===== config.mk =====
export PLATFORM = sky130hd
export DESIGN_NAME = cache_arbiter_flat
export DESIGN_NICKNAME = d
export VERILOG_FILES = /design/src/rtl/cache_arbiter_if.sv /design/src/rtl/cache_arbiter.sv /design/src/flat_wrapper.sv
export SDC_FILE = /design/constraint.sdc
export NUM_CORES = 1
export LEC_CHECK = 0
export ABC_AREA = 1
export CAP_MARGIN = 20
export CORE_AREA = 10 10 262 264
export CTS_BUF_LIST = sky130_fd_sc_hd__clkbuf_4 sky130_fd_sc_hd__clkbuf_8 sky130_fd_sc_hd__clkbuf_16
export CTS_CLUSTER_DIAMETER = 80
export CTS_CLUSTER_SIZE = 14
export DETAILED_ROUTE_END_ITERATION = 7
export DIE_AREA = 0 0 272 274
export SLEW_MARGIN = 5
export SYNTH_ARGS = -nofsm -noshare
export SYNTH_HDL_FRONTEND = slang
export SYNTH_SLANG_ARGS = --single-unit

===== constraint.sdc =====
create_clock -name clk -period 4.9 [get_ports clk]
set_input_delay 0.49 -clock clk [delete_from_list [all_inputs] [get_ports clk]]
set_output_delay 0.49 -clock clk [all_outputs]
set_load 0.005 [all_outputs]

===== src/rtl/cache_arbiter_if.sv =====
// L1-to-L2 line-transfer bundle: I-cache fill, D-cache fill/write-back, unified L2 port.
// The slave view belongs to the arbiter; the master view is the surrounding caches.
interface cache_arbiter_if #(
  parameter int ADDR_W = 16,
  parameter int LINE_W = 128
);
  logic              i_read;
  logic [ADDR_W-1:0] i_address;
  logic [LINE_W-1:0] i_rdata;
  logic              i_resp;

  logic              d_read;
  logic              d_write;
  logic [ADDR_W-1:0] d_address;
  logic [LINE_W-1:0] d_wdata;
  logic [LINE_W-1:0] d_rdata;
  logic              d_resp;

  logic              l2_read;
  logic              l2_write;
  logic [ADDR_W-1:0] l2_address;
  logic [LINE_W-1:0] l2_wdata;
  logic [LINE_W-1:0] l2_rdata;
  logic              l2_resp;

  modport slave (
    input  i_read, i_address, d_read, d_write, d_address, d_wdata, l2_rdata, l2_resp,
    output i_rdata, i_resp, d_rdata, d_resp, l2_read, l2_write, l2_address, l2_wdata
  );

  modport master (
    output i_read, i_address, d_read, d_write, d_address, d_wdata, l2_rdata, l2_resp,
    input  i_rdata, i_resp, d_rdata, d_resp, l2_read, l2_write, l2_address, l2_wdata
  );
endinterface


===== src/rtl/cache_arbiter.sv =====
// Arbitrates I-cache fills and D-cache fills/write-backs onto one L2 line port.
// One transaction at a time; a DONE cycle separates transactions so held requests drop.
module cache_arbiter #(
  parameter int ADDR_W = 16,
  parameter int LINE_W = 128,
  parameter bit RR_EN  = 1'b1
) (
  input  logic           clk,
  input  logic           rst_n,
  cache_arbiter_if.slave bus
);

  typedef enum logic [1:0] {IDLE, SERVE_I, SERVE_D, DONE} state_e;

  localparam logic [ADDR_W-1:0] LINE_MASK = ~ADDR_W'(4'hF);

  state_e            state_q, state_d;
  logic              last_d_q, last_d_d;   // 1: most recent grant went to D
  logic              wr_q, wr_d;
  logic [ADDR_W-1:0] addr_q, addr_d;
  logic [LINE_W-1:0] wdata_q, wdata_d;
  logic [LINE_W-1:0] i_rdata_q, i_rdata_d;
  logic [LINE_W-1:0] d_rdata_q, d_rdata_d;

  logic i_req, d_req, grant_i, grant_d;
  logic i_resp, d_resp;

  always_comb begin
    i_req   = bus.i_read;
    d_req   = bus.d_read | bus.d_write;
    // On a tie RR_EN hands the grant to whoever did not win last time.
    grant_i = i_req & (~d_req | (RR_EN & last_d_q));
    grant_d = d_req & ~grant_i;
  end

  always_comb begin
    state_d   = state_q;
    last_d_d  = last_d_q;
    wr_d      = wr_q;
    addr_d    = addr_q;
    wdata_d   = wdata_q;
    i_rdata_d = i_rdata_q;
    d_rdata_d = d_rdata_q;
    i_resp    = 1'b0;
    d_resp    = 1'b0;

    case (state_q)
      IDLE: begin
        if (grant_i || grant_d) begin
          addr_d   = (grant_i ? bus.i_address : bus.d_address) & LINE_MASK;
          wdata_d  = bus.d_wdata;
          // read+write together from D is a protocol error; write wins.
          wr_d     = grant_d & bus.d_write;
          last_d_d = grant_d;
          state_d  = grant_i ? SERVE_I : SERVE_D;
        end
      end
      SERVE_I: begin
        if (bus.l2_resp) begin
          i_resp    = 1'b1;
          i_rdata_d = bus.l2_rdata;
          state_d   = DONE;
        end
      end
      SERVE_D: begin
        if (bus.l2_resp) begin
          d_resp    = 1'b1;
          d_rdata_d = bus.l2_rdata;
          state_d   = DONE;
        end
      end
      DONE:    state_d = IDLE;
      default: state_d = IDLE;
    endcase
  end

  always_ff @(posedge clk) begin
    if (!rst_n) begin
      state_q   <= IDLE;
      last_d_q  <= 1'b1;
      wr_q      <= 1'b0;
      addr_q    <= '0;
      wdata_q   <= '0;
      i_rdata_q <= '0;
      d_rdata_q <= '0;
    end else begin
      state_q   <= state_d;
      last_d_q  <= last_d_d;
      wr_q      <= wr_d;
      addr_q    <= addr_d;
      wdata_q   <= wdata_d;
      i_rdata_q <= i_rdata_d;
      d_rdata_q <= d_rdata_d;
    end
  end

  logic serving;
  assign serving = (state_q == SERVE_I) || (state_q == SERVE_D);

  // Strobes and bus come only from registers, so they are steady across the transaction.
  assign bus.l2_read    = serving & ~wr_q;
  assign bus.l2_write   = serving & wr_q;
  assign bus.l2_address = addr_q;
  assign bus.l2_wdata   = wdata_q;

  // The _d copies pass l2_rdata through in the response cycle and hold otherwise.
  assign bus.i_resp  = i_resp;
  assign bus.d_resp  = d_resp;
  assign bus.i_rdata = i_rdata_d;
  assign bus.d_rdata = d_rdata_d;

endmodule

===== src/flat_wrapper.sv =====
// flat-port wrapper written by rule: the top's interface ports become plain ports
module cache_arbiter_flat 
#(
  parameter int ADDR_W = 16,
  parameter int LINE_W = 128,
  parameter bit RR_EN  = 1'b1
)
  (clk, rst_n, bus_i_read, bus_i_address, bus_d_read, bus_d_write, bus_d_address, bus_d_wdata, bus_l2_rdata, bus_l2_resp, bus_i_rdata, bus_i_resp, bus_d_rdata, bus_d_resp, bus_l2_read, bus_l2_write, bus_l2_address, bus_l2_wdata);
  cache_arbiter_if #(.ADDR_W(ADDR_W), .LINE_W(LINE_W)) bus_i ();
  input  logic clk;
  input  logic rst_n;
  input wire logic [$bits(bus_i.i_read)-1:0] bus_i_read;
  input wire logic [$bits(bus_i.i_address)-1:0] bus_i_address;
  input wire logic [$bits(bus_i.d_read)-1:0] bus_d_read;
  input wire logic [$bits(bus_i.d_write)-1:0] bus_d_write;
  input wire logic [$bits(bus_i.d_address)-1:0] bus_d_address;
  input wire logic [$bits(bus_i.d_wdata)-1:0] bus_d_wdata;
  input wire logic [$bits(bus_i.l2_rdata)-1:0] bus_l2_rdata;
  input wire logic [$bits(bus_i.l2_resp)-1:0] bus_l2_resp;
  output wire logic [$bits(bus_i.i_rdata)-1:0] bus_i_rdata;
  output wire logic [$bits(bus_i.i_resp)-1:0] bus_i_resp;
  output wire logic [$bits(bus_i.d_rdata)-1:0] bus_d_rdata;
  output wire logic [$bits(bus_i.d_resp)-1:0] bus_d_resp;
  output wire logic [$bits(bus_i.l2_read)-1:0] bus_l2_read;
  output wire logic [$bits(bus_i.l2_write)-1:0] bus_l2_write;
  output wire logic [$bits(bus_i.l2_address)-1:0] bus_l2_address;
  output wire logic [$bits(bus_i.l2_wdata)-1:0] bus_l2_wdata;
  assign bus_i.i_read = bus_i_read;
  assign bus_i.i_address = bus_i_address;
  assign bus_i.d_read = bus_d_read;
  assign bus_i.d_write = bus_d_write;
  assign bus_i.d_address = bus_d_address;
  assign bus_i.d_wdata = bus_d_wdata;
  assign bus_i.l2_rdata = bus_l2_rdata;
  assign bus_i.l2_resp = bus_l2_resp;
  assign bus_i_rdata = bus_i.i_rdata;
  assign bus_i_resp = bus_i.i_resp;
  assign bus_d_rdata = bus_i.d_rdata;
  assign bus_d_resp = bus_i.d_resp;
  assign bus_l2_read = bus_i.l2_read;
  assign bus_l2_write = bus_i.l2_write;
  assign bus_l2_address = bus_i.l2_address;
  assign bus_l2_wdata = bus_i.l2_wdata;
  cache_arbiter #(.ADDR_W(ADDR_W), .LINE_W(LINE_W), .RR_EN(RR_EN)) u_core (.clk(clk), .rst_n(rst_n), .bus(bus_i));
endmodule

After elaboration in Yosys (flattened, before gate mapping)
Cells that the tools add are included. Widths: inputs -> output; s select.

Flip-flop bits (word level): 400.

Equality and inequality tests: 5. Muxes and demuxes: 12. Bitwise logic cells: 10. Reduce and logical (&&, ||, !) cells: 6.

Operators by type and width (count): $mux 128 (4); $mux 16 (1); $mux 2 (3); $pmux 2 s3 (1); $and 1x1->1 (5); $eq 2x2->1 const B (2); $ne 2x1->1 const B (2); $reduce_and 2->1 (2); $mux 1 (3); $not 1->1 (3); $eq 2x1->1 const B (1); $logic_not 2->1 (1); $logic_or 1x1->1 (2); $or 1x1->1 (2); $reduce_or 2->1 (1).

Longest topological paths before layout
Depth in word-level cells: 9. Mapped depth: 10.

Worst setup path before layout
No wires, ideal clock.

Path kind: reg2out. Start: register u_core.state_q[0]. End: output port bus_d_rdata[39]. Data arrival time: 1431 ps. Required time: 4410 ps. Path slack: 2979 ps. Stages on the path, launching flop included: 10. Path buffers: 2. Cells stage by stage: dfxtp_1 inv_1 ha_1 nand2_1 inv_2 buf_4 clkbuf_1 or2_2 o21ai_0 inv_1.

Word-level cells in the longest chain between the ends: 2.

Ends and longest elaborated chain: start: declaration (RTL line cache_arbiter.sv:17) `state_e state_q, state_d;`; start signal: assignment (RTL line cache_arbiter.sv:87) `state_q <= state_d;`; $eq 2x2->1 (RTL line cache_arbiter.sv:47) `case (state_q)`; $mux 128 (RTL line cache_arbiter.sv:47); end: declaration (RTL line flat_wrapper.sv:22) `output wire logic [$bits(bus_i.d_rdata)-1:0] bus_d_rdata;`.

No other way between the ends.

Final worst setup path
Start: register u_core.state_q[0]. End: output port bus_d_rdata[89].

Same word-level chain as after synthesis.

==> flow_summary.json <==
{
  "run_status": "complete, no violations",
  "pre_cts_ws_ns": 1.115,
  "syn_area_um2": 15610,
  "start_util": 0.2452,
  "final_cells": 3544,
  "power.leakage_nw": 12.00,
  "p_seq_frac": 0.319,
  "ir_drop_mv": 0.4974,
  "synth_top_area_share": 0.5131,
  "maxSlewViolCount": 0,
  "min_period_ns": 3.893,
  "clk_pin_slew_ns": 0.07,
  "grt_pass1_vias": 14620,
  "slew-limit-headroom": 0.3143,
  "synth_seq_cells": 400,
  "crit_required_ns": 4.41,
  "cts_buffers": 34,
  "hold_violations": 0,
  "fmax_mhz": 256.9,
  "mostFrequentLayoutCells": "clkdlybuf4s50_1 (684), nor2_1 (542), dfxtp_1 (400)",
  "die_area_um2": 74530,
  "finalNetCount": 2978,
  "clk_latency_ns": 0.54,
  "drc": 0,
  "io_buffer_count": 685,
  "cts_resized": 0,
  "tightest_slew_ns": 1.029,
  "fillers": 6710,
  "drive_gt1_frac": 0.1185,
  "postCtsSetupBuffers": 0,
  "clk_path_buf_depth": 3,
  "crit_slowest_cell": "clkinv_2",
  "synth_top_cell_by_area": "dfxtp_1",
  "timing.final.ws_setup_ns": 1.007,
  "fin_crit_sh": 0.7944,
  "max_stage_delay_ns": 0.51,
  "cts_tree": "built",
  "synth_cell_types": 21,
  "endpoint_kind": "output pin",
  "place_inst": 3499,
  "path_class": "flip-flop to output pin",
  "path_cells": "inv_1 > ha_1 > nand2_4 > clkinv_2 > buf_4 > or2_2 > o21ai_0 > inv_1 > clkdlybuf4s50_1",
  "antenna_found_initial": 6,
  "grt_first_pass_wirelength_mm": 90.37,
  "die_h_um": 274,
  "avgSynthCellArea_um2": 7.514,
  "p_per_area_nw_per_um2": 575.0,
  "rows": 93,
  "cts_hold_buffers": 0,
  "routedWlPerCell_um": 17.19,
  "drtPass1Iterations": 5,
  "cp.arrival_ns": 3.40,
  "die_w_um": 272,
  "pwr-share-comb": 0.499,
  "clock_power_share": 0.182,
  "synth_area_leaders": "dfxtp_1 (51%), nor2_1 (13%), or2_2 (10%), o21ai_0 (8.5%), inv_1 (6.7%)",
  "setup_viol": 0,
  "synth_seq_area_share": 0.5131,
  "grt_max_degree": 198,
  "cp-start-kind": "flip-flop",
  "synthCells": 2077,
  "design_power_total_mw": 13.85,
  "drtAntennaViolNets": 0,
  "io_pins": 698,
  "drtIter0Drc": 742,
  "vias_per_cell": 4.170,
  "intPower_mw": 9.065,
  "final_common_cell": "clkdlybuf4s50_1",
  "cts.sinks": 400,
  "area_growth_pct": 54.30,
  "cp_common_cell": "inv_1",
  "path_delay_family": "buffers and inverters",
  "setup_tns_ns": 0,
  "cap_violations": 0,
  "vias": 14780,
  "root_buffer": "clkbuf_16",
  "fin_hold_ws_ns": 0.3530,
  "swShare": 0.3454,
  "h-tree-depth": 2,
  "fin_skew_ns": 0.01191,
  "grtUsageTotal": 0.1545,
  "drt_wl_total_mm": 60.93,
  "hpwl_mm": 43.85,
  "globalRouteOverflowTotal": 0,
  "power_switching_mw": 4.783,
  "gp_congestion": 0.8230,
  "core_area_um2": 63650,
  "critPathMaxFanout": 46,
  "hp-class": "input port to flip-flop",
  "rsz0062_at_grt": "no",
  "worst-path-buf-inv": 5,
  "ys_warn_count": 0
}
## power by group through the flow
| stage | registers (mW) | logic, mW | clock network, mW |
|---|---|---|---|
| 6_report | 4.42 | 6.91 | 2.52 |
| 3_3_place_gp | 4.45 | 7.02 | 0 |
| 2_1_floorplan | 4.48 | 3.09 | 0 |
| 5_1_grt | 4.51 | 7.65 | 2.74 |
| 4_1_cts | 4.41 | 7.05 | 2.63 |
| 3_5_place_dp | 4.47 | 7.00 | 0 |
## cells by family after synthesis
| group | Yosys count | share of synthesized area |
|---|---|---|
| other | 1 | 0.0002403 |
| DFF | 400 | 0.5131 |
| adders and majority gates | 4 | 0.003207 |
| buffers and inverters | 418 | 0.1070 |
| AOI/OAI and AO/OA | 388 | 0.1255 |
| and+or+nand+nor | 866 | 0.2510 |
## flip-flops by register name (all words and copies together), names as in the netlist
signal                 count
u_core.i_rdata_q         128
u_core.state_q             2
u_core.wr_q                1
u_core.last_d_q            1
u_core.bus.l2_wdata      128
u_core.d_rdata_q         128
u_core.bus.l2_address     12
## layer usage
layer	part of all wire	vias to the layer above	track usage
li1	-	7516	-
met1	0.39	6702	0.1692
met2	0.48	496	0.2659
met3	0.11	66	0.07109
met4	0.023	0	0.04181
met5	0	-	0
## cells in the mapped netlist
cell type  count
a21boi_4       1
a21oi_1        2
buf_1          1
buf_2         17
buf_4         15
clkbuf_1      83
clkbuf_2      19
conb_1         1
dfxtp_1      400
ha_1           4
inv_1        278
inv_2          5
nand2_1       49
nand3_1       17
nor2_1       542
nor2_2         1
o211ai_1       1
o21ai_0      264
o21ai_1      120
or2_0          3
or2_2        254
## metrics by stage
step / area [um2] / utilization
2_1_floorplan: 15620 / -
3_3_place_gp: 23140 / 0.3636
3_5_place_dp: 23140 / 0.3636
4_1_cts: 24070 / 0.3782
5_1_grt: 24080 / 0.3783
6_report: 24080 / 0.3783
## path summary, 6_finish.rpt
kind              cells after the start                            from  slack [ns]                               to
setup / recovery                      9  u_core.state_q[0]$_SDFFE_PN0P_        1.01                  bus_d_rdata[89]
hold reg to reg                       2        u_core.wr_q$_SDFFE_PN0P_        0.49         u_core.wr_q$_SDFFE_PN0P_
setup reg to reg                      8  u_core.state_q[0]$_SDFFE_PN0P_        2.39  u_core.d_rdata_q[89]$_SDFF_PN0_
hold / removal                        2                           rst_n        0.35     u_core.last_d_q$_SDFFE_PN1P_
## final cells by class
type,count,area (um2),share of cell area
Multi-Input combinational cell,1262,5956,0.2473
Inverter,283,1075,0.04463
Antenna cell,5,12.51,0.0005196
Sequential cell,400,8008,0.3325
Timing Repair Buffer,699,7034,0.2921
Clock inverter,1,8.758,0.0003637
Clock buffer,39,918.4,0.03814
Tap cell,855,1070,0.04442
(Power assumes the default switching activity.)
